--- config.mk ---
export PLATFORM = sky130hd
export DESIGN_NAME = mealy_hit_logger_flat
export DESIGN_NICKNAME = d
export VERILOG_FILES = /design/src/rtl/mealy_hit_logger_if.sv /design/src/rtl/mealy_hit_logger.sv /design/src/flat_wrapper.sv
export SDC_FILE = /design/constraint.sdc
export NUM_CORES = 1
export LEC_CHECK = 0
export ABC_AREA = 1
export CORE_MARGIN = 1
export CORE_UTILIZATION = 40
export CTS_CLUSTER_DIAMETER = 100
export DETAILED_ROUTE_END_ITERATION = 12
export GPL_TIMING_DRIVEN = 0
export HOLD_SLACK_MARGIN = 0.05
export PLACE_DENSITY = 0.6
export SYNTH_ARGS = -nofsm -noshare
export SYNTH_HDL_FRONTEND = slang
export SYNTH_SLANG_ARGS = --single-unit
--- constraint.sdc ---
create_clock -name clk -period 2.8 [get_ports clk]
set_input_delay 0.56 -clock clk [delete_from_list [all_inputs] [get_ports clk]]
set_output_delay 0.56 -clock clk [all_outputs]
set_load 0.05 [all_outputs]
--- src/rtl/mealy_hit_logger_if.sv ---
// Bundle of the hit logger's detector input, capture enable, FIFO read port
// and status outputs. master = host/detector side, slave = logger.
interface mealy_hit_logger_if #(
    parameter int TS_W  = 8,
    parameter int DEPTH = 4,
    parameter int CNT_W = 8
);
    localparam int LVL_W = $clog2(DEPTH) + 1;

    logic             hit;
    logic             enable;
    logic             rd_en;
    logic [TS_W-1:0]  rd_data;
    logic             empty;
    logic             full;
    logic [LVL_W-1:0] level;
    logic [CNT_W-1:0] hit_count;
    logic             dropped;

    modport master (
        output hit, enable, rd_en,
        input  rd_data, empty, full, level, hit_count, dropped
    );

    modport slave (
        input  hit, enable, rd_en,
        output rd_data, empty, full, level, hit_count, dropped
    );
endinterface

--- src/rtl/mealy_hit_logger.sv ---
// Counts detector hits and logs a free-running timestamp per hit into a FWFT FIFO.
// Optional macro HIT_COUNT_SAT_EN: hit_count saturates instead of wrapping.
module mealy_hit_logger #(
    parameter int TS_W  = 8,
    parameter int DEPTH = 4,
    parameter int CNT_W = 8
) (
    input  logic              clk,
    input  logic              reset,
    mealy_hit_logger_if.slave bus
);
    localparam int AW = $clog2(DEPTH);
    localparam int PW = AW + 1;

    logic [TS_W-1:0]  ts_reg;
    logic [PW-1:0]    wr_ptr_reg, wr_ptr_next;
    logic [PW-1:0]    rd_ptr_reg, rd_ptr_next;
    logic [PW-1:0]    level_reg, level_next;
    logic             empty_reg, empty_next;
    logic             full_reg, full_next;
    logic [CNT_W-1:0] hit_count_reg, hit_count_next;
    logic             dropped_reg;
    logic [TS_W-1:0]  mem [DEPTH];

    logic push, pop, do_push, drop;

    // A pop in the same cycle frees the slot, so a full FIFO still accepts the push.
    assign push    = bus.hit & bus.enable;
    assign pop     = bus.rd_en & ~empty_reg;
    assign do_push = push & (~full_reg | pop);
    assign drop    = push & full_reg & ~pop;

    always_comb begin
        wr_ptr_next = wr_ptr_reg;
        rd_ptr_next = rd_ptr_reg;
        if (do_push) wr_ptr_next = wr_ptr_reg + PW'(1);
        if (pop)     rd_ptr_next = rd_ptr_reg + PW'(1);
        empty_next = (wr_ptr_next == rd_ptr_next);
        full_next  = (wr_ptr_next[AW-1:0] == rd_ptr_next[AW-1:0]) &&
                     (wr_ptr_next[AW] != rd_ptr_next[AW]);
        level_next = wr_ptr_next - rd_ptr_next;
    end

    always_comb begin
        hit_count_next = hit_count_reg;
`ifdef HIT_COUNT_SAT_EN
        if (push && (hit_count_reg != {CNT_W{1'b1}}))
            hit_count_next = hit_count_reg + CNT_W'(1);
`else
        if (push)
            hit_count_next = hit_count_reg + CNT_W'(1);
`endif
    end

    always_ff @(posedge clk) begin
        if (reset) begin
            ts_reg        <= '0;
            wr_ptr_reg    <= '0;
            rd_ptr_reg    <= '0;
            level_reg     <= '0;
            empty_reg     <= 1'b1;
            full_reg      <= 1'b0;
            hit_count_reg <= '0;
            dropped_reg   <= 1'b0;
        end else begin
            if (bus.enable) ts_reg <= ts_reg + TS_W'(1);
            wr_ptr_reg    <= wr_ptr_next;
            rd_ptr_reg    <= rd_ptr_next;
            level_reg     <= level_next;
            empty_reg     <= empty_next;
            full_reg      <= full_next;
            hit_count_reg <= hit_count_next;
            if (drop) dropped_reg <= 1'b1;
        end
    end

    // Storage is deliberately not reset; stale entries are unreachable once the pointers clear.
    always_ff @(posedge clk) begin
        if (!reset && do_push)
            mem[wr_ptr_reg[AW-1:0]] <= ts_reg;
    end

    assign bus.rd_data   = empty_reg ? '0 : mem[rd_ptr_reg[AW-1:0]];
    assign bus.empty     = empty_reg;
    assign bus.full      = full_reg;
    assign bus.level     = level_reg;
    assign bus.hit_count = hit_count_reg;
    assign bus.dropped   = dropped_reg;
endmodule

--- src/flat_wrapper.sv ---
// flat-port wrapper written by rule: the top's interface ports become plain ports
module mealy_hit_logger_flat 
#(
    parameter int TS_W  = 8,
    parameter int DEPTH = 4,
    parameter int CNT_W = 8
)
  (clk, reset, bus_hit, bus_enable, bus_rd_en, bus_rd_data, bus_empty, bus_full, bus_level, bus_hit_count, bus_dropped);
  mealy_hit_logger_if #(.TS_W(TS_W), .DEPTH(DEPTH), .CNT_W(CNT_W)) bus_i ();
  input  logic clk;
  input  logic reset;
  input wire logic [$bits(bus_i.hit)-1:0] bus_hit;
  input wire logic [$bits(bus_i.enable)-1:0] bus_enable;
  input wire logic [$bits(bus_i.rd_en)-1:0] bus_rd_en;
  output wire logic [$bits(bus_i.rd_data)-1:0] bus_rd_data;
  output wire logic [$bits(bus_i.empty)-1:0] bus_empty;
  output wire logic [$bits(bus_i.full)-1:0] bus_full;
  output wire logic [$bits(bus_i.level)-1:0] bus_level;
  output wire logic [$bits(bus_i.hit_count)-1:0] bus_hit_count;
  output wire logic [$bits(bus_i.dropped)-1:0] bus_dropped;
  assign bus_i.hit = bus_hit;
  assign bus_i.enable = bus_enable;
  assign bus_i.rd_en = bus_rd_en;
  assign bus_rd_data = bus_i.rd_data;
  assign bus_empty = bus_i.empty;
  assign bus_full = bus_i.full;
  assign bus_level = bus_i.level;
  assign bus_hit_count = bus_i.hit_count;
  assign bus_dropped = bus_i.dropped;
  mealy_hit_logger #(.TS_W(TS_W), .DEPTH(DEPTH), .CNT_W(CNT_W)) u_core (.clk(clk), .reset(reset), .bus(bus_i));
endmodule
==> results of run 1 <==
-- final cells by class --
class	instances	area [sq um]	share of cell area
clock buffers	11	141.4	0.04440
flip-flops and latches	60	1521	0.4778
multi-input cells	188	955.9	0.3002
well taps	77	96.34	0.03026
inverters	36	135.1	0.04244
clock inverters	5	76.32	0.02397
plain buffers	8	47.55	0.01493
repair buffers	25	210.2	0.06601
-- through the flow --
step / instances / hold WS (ps) / total power [W] / setup slack (ps)
global placement: 394 / 458.8 / 0.001684 / 59.74
floorplan: 292 / 460.1 / 0.001491 / 564.2
CTS: 410 / 483.4 / 0.002525 / 8.673
finish: 410 / 473.0 / 0.002486 / 284.7
global route: 410 / 530.8 / 0.002612 / 109.3
detailed placement: 394 / 464.7 / 0.001691 / 25.06
-- cells in the final DEF (no fill, tap or decap), drive strengths merged --
cell type      synthesis  layout
a21oi                 17      17
a31o                   1       1
a31oi                  2       2
buf                    4       4
bufinv                 0       2
clkbuf                 4      23
clkdlybuf4s50          0      17
clkinv                 1       3
clkinvlp               0       1
dfxtp                 28      28
edfxtp                32      32
fa                     1       1
ha                     9       9
inv                   35      35
nand2                 48      48
nand3                 12      12
nand3b                 1       1
nand4                  2       2
nor2                  62      62
nor3                   6       6
nor3b                  2       2
o21ai                 24      24
xor2                   1       1
-- repair_timing --
action,4_1_cts,5_1_grt
resized for setup,8,16
pin swaps,0,0
cloned,0,0
hold buffers,0,0
endpoints found under the hold margin,0,0
setup endpoints to repair,8,8
-- power by group through the flow --
| stage | sequential, W | combinational [W] | clock [W] |
|---|---|---|---|
| after global routing | 0.000997 | 0.000707 | 0.000908 |
| after global placement | 0.00101 | 0.000674 | 0 |
| after detailed placement | 0.00101 | 0.000679 | 0 |
| after CTS | 0.000992 | 0.000657 | 0.000876 |
| final | 0.000992 | 0.000642 | 0.000852 |
| after floorplan | 0.00110 | 0.000393 | 0 |
-- how the worst max path moves through the flow --
stage	start	endpoint	slack, ps	cells after the start
2_1_floorplan	u_core.rd_ptr_reg[0]$_SDFF_PP0_	bus_rd_data[5]	560	6
3_3_place_gp	bus_enable	u_core.mem[1][4]$_DFFE_PP_	60	7
3_5_place_dp	bus_enable	u_core.mem[1][7]$_DFFE_PP_	30	7
4_1_cts	u_core.rd_ptr_reg[0]$_SDFF_PP0_	bus_rd_data[1]	9	6
5_1_grt	u_core.rd_ptr_reg[1]$_SDFF_PP0_	bus_rd_data[3]	110	6
6_report	u_core.rd_ptr_reg[0]$_SDFF_PP0_	bus_rd_data[1]	280	6
-- per-layer routing --
layer / wire (um) / share of wire / GRT usage
met1: 2464 / 0.48 / 0.2063
met2: 2293 / 0.45 / 0.2385
met3: 201 / 0.039 / 0.03363
met4: 132 / 0.026 / 0.1032
met5: 0 / 0 / 0
-- worst max-delay path: stages (launching register included) --
cell and delay (ps):
sky130_fd_sc_hd__dfxtp_1 310, sky130_fd_sc_hd__buf_2 180, sky130_fd_sc_hd__inv_2 130, sky130_fd_sc_hd__clkbuf_1 340, sky130_fd_sc_hd__o21ai_0 210, sky130_fd_sc_hd__a21oi_1 160
sky130_fd_sc_hd__clkbuf_2 290
-- cell families (layout without fill, tap and decap cells) --
logic type / after synthesis / count (layout) / synth area share
AND/OR/NAND/NOR: 133 / 133 / 0.2211
flip-flops: 60 / 60 / 0.5720
AO/OA/AOI/OAI: 44 / 44 / 0.08513
buffers and inverters: 44 / 85 / 0.06867
adder cells (fa/ha/maj): 10 / 10 / 0.04986
XOR/XNOR: 1 / 1 / 0.003293
==> impl_results.md, run 1 <==
- Fraction of final layout cells with drive strength greater than 1: 0.1321
- Vias in the first global route: 1814
- DR DRC count: 0
- Clock Tree Root: sky130_fd_sc_hd__clkbuf_8
- Wire length per cell: 12.42 um
- Max capacitance violation total: 0
- Final core utilization: 0.4986
- Syn Inst Count: 292
- Core footprint: ~6400 sq um
- R2R depth: 14
- Fin nets: approximately 340
- Cell variety after synth: 30
- Switching share of power: 0.3269
- Synth warnings: 0
- Clock tree from TritonCTS: built
- Max Root-Sink Buffers: 2
- Sum of negative setup slack: 0 ps
- Via-per-instance ratio: 4.778
- Worst hold start: u_core.bus.dropped$_SDFFE_PP0P_
- Reg-to-reg endpoint: u_core.bus.level[1]$_SDFF_PP0_
- Clock Pin Slew Worst Setup and Hold Paths: 60 ps
- Net switching power of the design: between 0.0008 and 0.0009 W
- Clock buffer count from CTS: 9
- Horizontal die dimension: 83.55 um
- Global route total overflow: 0
- Hold Crit Endpoint: u_core.bus.dropped$_SDFFE_PP0P_
- Number of register bits inferred by synthesis: 60
- Number of ports placed on the die boundary: 27
- Cell accounting for the most synthesized area: sky130_fd_sc_hd__edfxtp_1
- Post CTS Setup Buffer Count: 0
- Tmin final: between 2000 and 3000 ps
- Achievable Freq: about 400 MHz
- Final standard cell area without fillers: 3184 sq um
- Area added between synthesis and finish: 19.71%
- Relative slew slack: 0.4752
- Count of buffers inserted at the top-level ports: 25
- Largest net degree at the start of global routing: 12
- Average size of a mapped cell: 9.110 sq um
- Final weighted congestion in routability-driven placement: 0.7948
- Share of power burned in the clock network: 0.343
- Internal portion of total power: 0.001673 W
- Startpoint of the most critical register-to-register path: u_core.bus.empty$_SDFF_PP1_
- Start-to-end type of the worst setup path: reg2out
- Number of detailed-route iterations in the first pass: 4
- Post-route fraction of the period consumed by the critical path: 0.8983
- Type of destination of the critical path: primary output
- Netlist Area Pre-Place: 2660 sq um
- Worst Hold Path Cells: 2
- Die footprint: 6981 sq um
- Unrepaired setup endpoints after global routing: no
- Hold Vio Cnt, Final: 0
- Antenna violations before repair: 0
- Setup Viol. Count Final: 0
- Count of inserted antenna diode cells: 0
- Clock sink count: 60
- First DRT Iteration DRCs: 95
- Chip Height: 83.55 um
- All-Layer GR Usage: 0.1583
- Leakage: 1.275 nW
- Arrival time at the worst endpoint: a little under 2000 ps
- Peak fanout along the critical path: 10
- Sequential share of power: 0.399
- Clock Skew: 7.951 ps
- Worst voltage drop across the vdd grid: 0.2550 mV
- Power share of the combinational group: 0.258
- Number of vias after detailed routing: 1959
- Number of enable flip-flop cells after synthesis: 32
- Final Max Slew Viols: 0
- Top_reg_cell synth: sky130_fd_sc_hd__edfxtp_1
- Number of placement rows: 29
- Startpoint class of the critical path: flip-flop
- Req. time, crit path: 2240 ps
- Tightest Pin Transition: 784.3 ps
- Max FFs per register: 32
- CTS HTree Levels: 3
- Cell area after placement: 3007 sq um
- Top post-synthesis cells by area: sky130_fd_sc_hd__edfxtp_1 36%, sky130_fd_sc_hd__dfxtp_1 21%, sky130_fd_sc_hd__nor2_1 8.5%
- Fraction of synthesized cell area taken by the top area cell type: 0.3612
- Total of fill cells in the finished design: 610
- Number of routed nets with antenna violations: 0
- Status: finished clean
- Most numerous cell types in the synthesized netlist: 60 x sky130_fd_sc_hd__nor2_1, 42 x sky130_fd_sc_hd__nand2_1, 32 x sky130_fd_sc_hd__edfxtp_1, 31 x sky130_fd_sc_hd__inv_1, 28 x sky130_fd_sc_hd__dfxtp_1
- FFs w/ async S/R, synth: 0
- Portion of the post-synthesis area used by sequential elements: 0.5720
- Power density relative to cell area: approximately 800 nW/um^2
- Worst R2R Setup Slack: 790 ps
- Detailed placer's ending HPWL: 3.475 mm
- Skew-Pair Late Insertion Delay: 340 ps
- Cell with the most instances after synthesis: sky130_fd_sc_hd__nor2_1
- Net Count, Synth: 307
- First-pass GRT wire length: roughly 8.4 mm
- Routed WL: 5.091 mm
- Kind of path behind the tightest hold check: reg2reg
- Initial Util: 0.4165
(Power assumes the default switching activity.)
==> run 2: changes to the inputs <==
--- a/config.mk
+++ b/config.mk
@@ -7,12 +7,12 @@
 export LEC_CHECK = 0
 export ABC_AREA = 1
 export CORE_MARGIN = 1
-export CORE_UTILIZATION = 40
+export CORE_UTILIZATION = 60
 export CTS_CLUSTER_DIAMETER = 100
 export DETAILED_ROUTE_END_ITERATION = 12
 export GPL_TIMING_DRIVEN = 0
 export HOLD_SLACK_MARGIN = 0.05
-export PLACE_DENSITY = 0.6
+export PLACE_DENSITY = 0.84
 export SYNTH_ARGS = -nofsm -noshare
 export SYNTH_HDL_FRONTEND = slang
 export SYNTH_SLANG_ARGS = --single-unit
==> impl_results.md, run 2 (synthesized netlist as in run 1, its figures left out) <==
- Peak fanout along the critical path: 9 (-1)
- Highest-count cells in the layout ignoring fill and taps: 60 x sky130_fd_sc_hd__nor2_1, 42 x sky130_fd_sc_hd__nand2_1, 32 x sky130_fd_sc_hd__edfxtp_1
- Global route total overflow: 0 (unchanged)
- Final Max Slew Viols: 0 (unchanged)
- Reg-to-reg endpoint: u_core.bus.level[2]$_SDFF_PP0_
- R2R depth: 15 (+1)
- Largest net degree at the start of global routing: 11 (-1)
- Sum of negative setup slack: 0 ps (unchanged)
- Post-route fraction of the period consumed by the critical path: 0.8963 (-0.002062)
- Worst R2R Setup Slack: 770 ps (-20 ps)
- Startpoint of the most critical register-to-register path: u_core.bus.empty$_SDFF_PP1_
- Die footprint: 4704 sq um (-33%)
- Initial Util: 0.6464 (+0.2299)
- Horizontal die dimension: 68.59 um (-18%)
- Switching share of power: 0.3333 (+0.006396)
- Arrival time at the worst endpoint: 1950 ps (about the same)
- Hold Crit Endpoint: u_core.bus.dropped$_SDFFE_PP0P_
- Leakage: 1.263 nW (-0.94%)
- Share of power burned in the clock network: 0.309 (-0.034)
- Routed WL: 5.083 mm (-0.16%)
- All-Layer GR Usage: 0.2462 (+0.08793)
- Clock buffer count from CTS: 9 (unchanged)
- Power share of the combinational group: 0.273 (+0.015)
- Detailed placer's ending HPWL: 3.611 mm (+3.9%)
- Sequential share of power: 0.418 (+0.019)
- Number of placement rows: 23 (-21%)
- DR DRC count: 0 (unchanged)
- Skew-Pair Late Insertion Delay: 330 ps (about the same)
- Leading cell type in the layout, fill and taps excluded: sky130_fd_sc_hd__nor2_1
- Total of fill cells in the finished design: 298 (-51%)
- First DRT Iteration DRCs: 121 (+27%)
- Worst voltage drop across the vdd grid: 0.4893 mV (+92%)
- Clock Tree Root: sky130_fd_sc_hd__clkbuf_8
- Kind of path behind the tightest hold check: reg2reg
- Number of vias after detailed routing: 1996 (+1.9%)
- Clock sink count: 60 (unchanged)
- Number of detailed-route iterations in the first pass: 4 (unchanged)
- Fin nets: 343 (unchanged)
- Area added between synthesis and finish: 17.31%
- Final weighted congestion in routability-driven placement: 0.8074 (+1.6%)
- Tmin final: 2510 ps (-5.774 ps)
- Req. time, crit path: 2240 ps (about the same)
- Max capacitance violation total: 0 (unchanged)
- Power density relative to cell area: 761.9 nW/um^2 (-2.4%)
- Type of destination of the critical path: primary output
- Wire length per cell: 13.27 um (+6.9%)
- Startpoint class of the critical path: flip-flop
- Vias in the first global route: 1757 (-3.1%)
- Setup Viol. Count Final: 0 (unchanged)
- Pre-CTS setup slack: 23.39 ps (-1.662 ps)
- Final standard cell area without fillers: 3120 sq um (-2.0%)
- Count of buffers inserted at the top-level ports: 25 (unchanged)
- Worst Hold Path Cells: 2 (unchanged)
- Max Root-Sink Buffers: 2 (unchanged)
- First-pass GRT wire length: 7.955 mm (-5.6%)
- Clock Skew: 10.74 ps (+2.788 ps)
- Chip Height: 68.59 um (-18%)
- Core footprint: 4115 sq um (-36%)
- Cell area after placement: 2973 sq um (-1.1%)
- Tightest Pin Transition: 801.9 ps (+17.59 ps)
- Number of ports placed on the die boundary: 27 (unchanged)
- Relative slew slack: 0.4634 (-0.01177)
- Fraction of final layout cells with drive strength greater than 1: 0.1261 (-0.006006)
- Number of routed nets with antenna violations: 0 (unchanged)
- CTS HTree Levels: 3 (unchanged)
- Achievable Freq: 398.5 MHz (+0.23%)
- Antenna violations before repair: 0 (unchanged)
- Number of standard cells in the layout, taps in and fillers out: 383 (-6.6%)
- Status: finished clean
- Net switching power of the design: 0.0007925 W (-2.5%)
- Max FFs per register: 32 (unchanged)
- Start-to-end type of the worst setup path: reg2out
- Worst hold start: u_core.bus.dropped$_SDFFE_PP0P_
- Hold buffer count at cts: 0 (unchanged)
- Worst Setup Slack, final: 290.5 ps (+5.774 ps)
- Count of inserted antenna diode cells: 0 (unchanged)
- Hold Vio Cnt, Final: 0 (unchanged)
- Internal portion of total power: 0.001585 W (-5.3%)
- Clock tree from TritonCTS: built
- Dpl cells: 367 (-6.9%)
- Clock Pin Slew Worst Setup and Hold Paths: 60 ps (about the same)
- Via-per-instance ratio: 5.211 (+9.1%)
- Unrepaired setup endpoints after global routing: no
-- run 2: timing repair --
item                       4_1_cts  5_1_grt
gates resized for setup          8       16
buffers inserted                 0        0
setup endpoints to repair        8        8
-- run 2: how the worst max path moves through the flow --
stage	slack (ps)	to	startpoint	cells after the start
floorplan	560	bus_rd_data[5]	u_core.rd_ptr_reg[0]$_SDFF_PP0_	6
global placement	90	u_core.mem[1][4]$_DFFE_PP_	bus_enable	7
detailed placement	20	u_core.mem[1][4]$_DFFE_PP_	bus_enable	7
CTS	50	bus_rd_data[4]	u_core.rd_ptr_reg[1]$_SDFF_PP0_	6
global route	70	bus_rd_data[5]	u_core.rd_ptr_reg[1]$_SDFF_PP0_	6
finish	290	bus_rd_data[4]	u_core.rd_ptr_reg[1]$_SDFF_PP0_	6
-- run 2: routing by layer --
metal  GRT usage  share of wire  vias up
li1            -              -     1028
met1      0.3010           0.45      916
met2      0.4007           0.49       48
met3     0.07566          0.052        4
met4      0.1068         0.0067        0
met5           0              0        -
-- run 2: worst max-delay path, stage by stage, from the launching register on --
cell,delay [ps]
sky130_fd_sc_hd__dfxtp_1,330
sky130_fd_sc_hd__buf_2,230
sky130_fd_sc_hd__clkinv_1,290
sky130_fd_sc_hd__nor2_1,180
sky130_fd_sc_hd__o21ai_0,90
sky130_fd_sc_hd__a21oi_1,180
sky130_fd_sc_hd__clkbuf_2,320
-- run 2: cell type report --
class                   count  area [sq um]  share of cell area
plain buffers               8         47.55             0.01524
clock buffers              13         148.9             0.04771
clock inverters             3         38.79             0.01243
inverters                  36         135.1             0.04330
multi-input cells         188         955.9              0.3063
flip-flops and latches     60          1521              0.4876
well taps                  50         62.56             0.02005
repair buffers             25         210.2             0.06736
-- run 2: through the flow --
stage                       util  hold WS [ps]  power, W
after floorplan                -         460.1  0.001491
after global placement    0.7224         451.9  0.001671
after detailed placement  0.7224         462.6  0.001695
after CTS                 0.7656         471.3  0.002400
after global routing      0.7583         516.8  0.002495
final                     0.7583         468.3  0.002378
-- run 2: power by group through the flow --
stage / logic [W] / clock network [W] / registers (W)
after detailed placement: 0.000682 / 0 / 0.00101
final: 0.000649 / 0.000734 / 0.000994
after global placement: 0.000662 / 0 / 0.00101
after CTS: 0.000659 / 0.000747 / 0.000994
after floorplan: 0.000393 / 0 / 0.00110
after global routing: 0.000715 / 0.000782 / 0.000997
==> run 3: changes to the inputs <==
--- a/config.mk
+++ b/config.mk
@@ -6,13 +6,15 @@
 export NUM_CORES = 1
 export LEC_CHECK = 0
 export ABC_AREA = 1
+export CELL_PAD_IN_SITES_DETAIL_PLACEMENT = 2
+export CELL_PAD_IN_SITES_GLOBAL_PLACEMENT = 2
 export CORE_MARGIN = 1
-export CORE_UTILIZATION = 60
+export CORE_UTILIZATION = 35
 export CTS_CLUSTER_DIAMETER = 100
 export DETAILED_ROUTE_END_ITERATION = 12
 export GPL_TIMING_DRIVEN = 0
 export HOLD_SLACK_MARGIN = 0.05
-export PLACE_DENSITY = 0.84
+export PLACE_DENSITY = 0.79
 export SYNTH_ARGS = -nofsm -noshare
 export SYNTH_HDL_FRONTEND = slang
 export SYNTH_SLANG_ARGS = --single-unit
==> constraint.sdc (replaced) <==
create_clock -name clk -period 2.35 [get_ports clk]
set_input_delay 0.47 -clock clk [delete_from_list [all_inputs] [get_ports clk]]
set_output_delay 0.47 -clock clk [all_outputs]
set_load 0.05 [all_outputs]
==> impl_results.md, run 3 (synthesized netlist as in run 1, its figures left out) <==
- Status: finished clean
- Number of vias after detailed routing: 2135 (+7.0%)
- Clock Skew: 13.17 ps (+2.433 ps)
- Critical path's largest stage delay: 550 ps (+220 ps)
- Fin nets: 345 (+0.58%)
- Clock buffer count from CTS: 9 (unchanged)
- Dpl cells: 416 (+13%)
- Highest-count cells in the layout ignoring fill and taps: 59 x sky130_fd_sc_hd__nor2_1, 42 x sky130_fd_sc_hd__nand2_1, 32 x sky130_fd_sc_hd__edfxtp_1
- Most prevalent standard cell on the critical path: sky130_fd_sc_hd__nand2_1
- Skew-Pair Late Insertion Delay: 360 ps (+30 ps)
- R2R depth: 15 (unchanged)
- Number of detailed-route iterations in the first pass: 4 (unchanged)
- Startpoint class of the critical path: input pin
- Setup Viol. Count Final: 0 (unchanged)
- Number of placement rows: 31 (+35%)
- Final weighted congestion in routability-driven placement: 0.7315 (-9.4%)
- Pre-CTS setup slack: -446.6 ps (-470.0 ps)
- Clock Pin Slew Worst Setup and Hold Paths: 70 ps (about the same)
- Max capacitance violation total: 0 (unchanged)
- Cell area after placement: 3034 sq um (+2.1%)
- Crit path capture: u_core.bus.level[2]$_SDFF_PP0_
- Antenna violations before repair: 0 (unchanged)
- DR DRC count: 0 (unchanged)
- Final standard cell area without fillers: 3229 sq um (+3.5%)
- Peak fanout along the critical path: 6 (-3)
- Hold buffer count at cts: 0 (unchanged)
- Core footprint: 7292 sq um (+77%)
- Final Max Slew Viols: 0 (unchanged)
- Clock tree from TritonCTS: built
- Worst hold start: reset
- Tightest Pin Transition: 803.9 ps (+1.984 ps)
- Wire length per cell: 17.27 um (+30%)
- Number of ports placed on the die boundary: 27 (unchanged)
- Largest net degree at the start of global routing: 12 (+1)
- Relative slew slack: 0.4621 (-0.001328)
- Routed WL: 7.495 mm (+47%)
- Max FFs per register: 32 (unchanged)
- Chip Height: 89.18 um (+30%)
- Timing startpoint of the critical path: bus_rd_en
- Count of inserted antenna diode cells: 0 (unchanged)
- Via-per-instance ratio: 4.919 (-5.6%)
- Number of standard cells in the layout, taps in and fillers out: 434 (+13%)
- Worst hold slack across all endpoints: 488.8 ps (+20.42 ps)
- Max Root-Sink Buffers: 2 (unchanged)
- All-Layer GR Usage: 0.2115 (-0.03472)
- Hold Vio Cnt, Final: 0 (unchanged)
- Detailed placer's ending HPWL: 4.933 mm (+37%)
- Clock Tree Root: sky130_fd_sc_hd__clkbuf_8
- Arrival time at the worst endpoint: 2550 ps (+600 ps)
- Startpoint of the most critical register-to-register path: u_core.bus.empty$_SDFF_PP1_
- Number of routed nets with antenna violations: 0 (unchanged)
- CP max stage cell: sky130_fd_sc_hd__clkdlybuf4s50_1
- Fraction of final layout cells with drive strength greater than 1: 0.1433 (+0.01716)
- Power density relative to cell area: 920.8 nW/um^2 (+21%)
- Reg-to-reg endpoint: u_core.bus.level[2]$_SDFF_PP0_
- Leakage: 1.276 nW (+1.0%)
- Global route total overflow: 0 (unchanged)
- Initial Util: 0.3648 (-0.2816)
- Start-to-end type of the worst setup path: in2reg
- Horizontal die dimension: 89.18 um (+30%)
- Kind of path behind the tightest hold check: in2reg
- Area added between synthesis and finish: 21.40%
- Clock sink count: 60 (unchanged)
- Crit-path cells: clkdlybuf4s50_1, nand2_4, nand2_2, nand2_2, nand2_1, nand2_1, inv_1, ha_1, inv_1, fa_1, nand3_1, nand2_1, nor2_1
- Tmin final: 2251 ps
- Post-route fraction of the period consumed by the critical path: 0.9578
- Worst voltage drop across the vdd grid: 0.2272 mV (-54%)
- Vias in the first global route: 2322 (+32%)
- CTS HTree Levels: 3 (unchanged)
- Req. time, crit path: 2650 ps (+410 ps)
- First DRT Iteration DRCs: 75 (-38%)
- Worst Setup Slack, final: 99.13 ps (-191.3 ps)
- Type of destination of the critical path: flip-flop
- First-pass GRT wire length: 11.78 mm (+48%)
- Achievable Freq: 444.3 MHz
- Worst R2R Setup Slack: 140 ps (-630 ps)
- Die footprint: 7953 sq um (+69%)
- Leading cell type in the layout, fill and taps excluded: sky130_fd_sc_hd__nor2_1
- Count of buffers inserted at the top-level ports: 25 (unchanged)
-- run 3: cell type report --
type	instances	area, sq um
buffer	8	66.31
multi-input combinational	188	958.4
sequential	60	1521
fill	845	4063
tap	99	123.9
timing repair buffer	27	234.0
clock buffer	11	131.4
clock inverter	5	53.80
inverter	36	140.1
-- run 3: metrics by stage --
stage	TNS, ps	total power, W	util
2_1_floorplan	0	0.001776	-
5_1_grt	-53.38	0.003112	0.4429
4_1_cts	0	0.002964	0.4387
3_3_place_gp	-11690	0.002022	0.4161
6_report	0	0.002974	0.4429
3_5_place_dp	-14780	0.002060	0.4161
-- run 3: what timing repair did --
action                     CTS  global route
pin swaps                    0             2
gates resized for setup     50             6
setup buffers                0             2
setup endpoints to repair   31             4
-- run 3: worst min-delay path by stage --
stage / endpoint / slack, ps / depth (start not counted)
after floorplan: u_core.mem[0][7]$_DFFE_PP_ / 460 / 0
after global placement: u_core.bus.dropped$_SDFFE_PP0P_ / 460 / 2
after detailed placement: u_core.bus.dropped$_SDFFE_PP0P_ / 470 / 2
after CTS: u_core.wr_ptr_reg[1]$_SDFF_PP0_ / 480 / 2
after global routing: u_core.wr_ptr_reg[1]$_SDFF_PP0_ / 490 / 2
final: u_core.wr_ptr_reg[1]$_SDFF_PP0_ / 490 / 2
-- run 3: per-layer routing --
metal	share of wire	GRT usage	up-vias	routed length [um]
li1	-	-	1026	-
met1	0.43	0.2354	1068	3250
met2	0.52	0.3838	27	3893
met3	0.028	0.06094	14	211
met4	0.019	0.07648	0	139
met5	0	0	-	0
-- run 3: critical path, delay by kind of cell --
kind / cells / cell delay [ps]
adders and majority gates: 2 / 560
buffers and inverters: 3 / 730
and+or+nand+nor: 8 / 790
-- run 3: power by group --
part           switching, W  internal [W]
Combinational      0.000614      0.000256
Sequential        0.0000338       0.00115
Clock              0.000432      0.000485
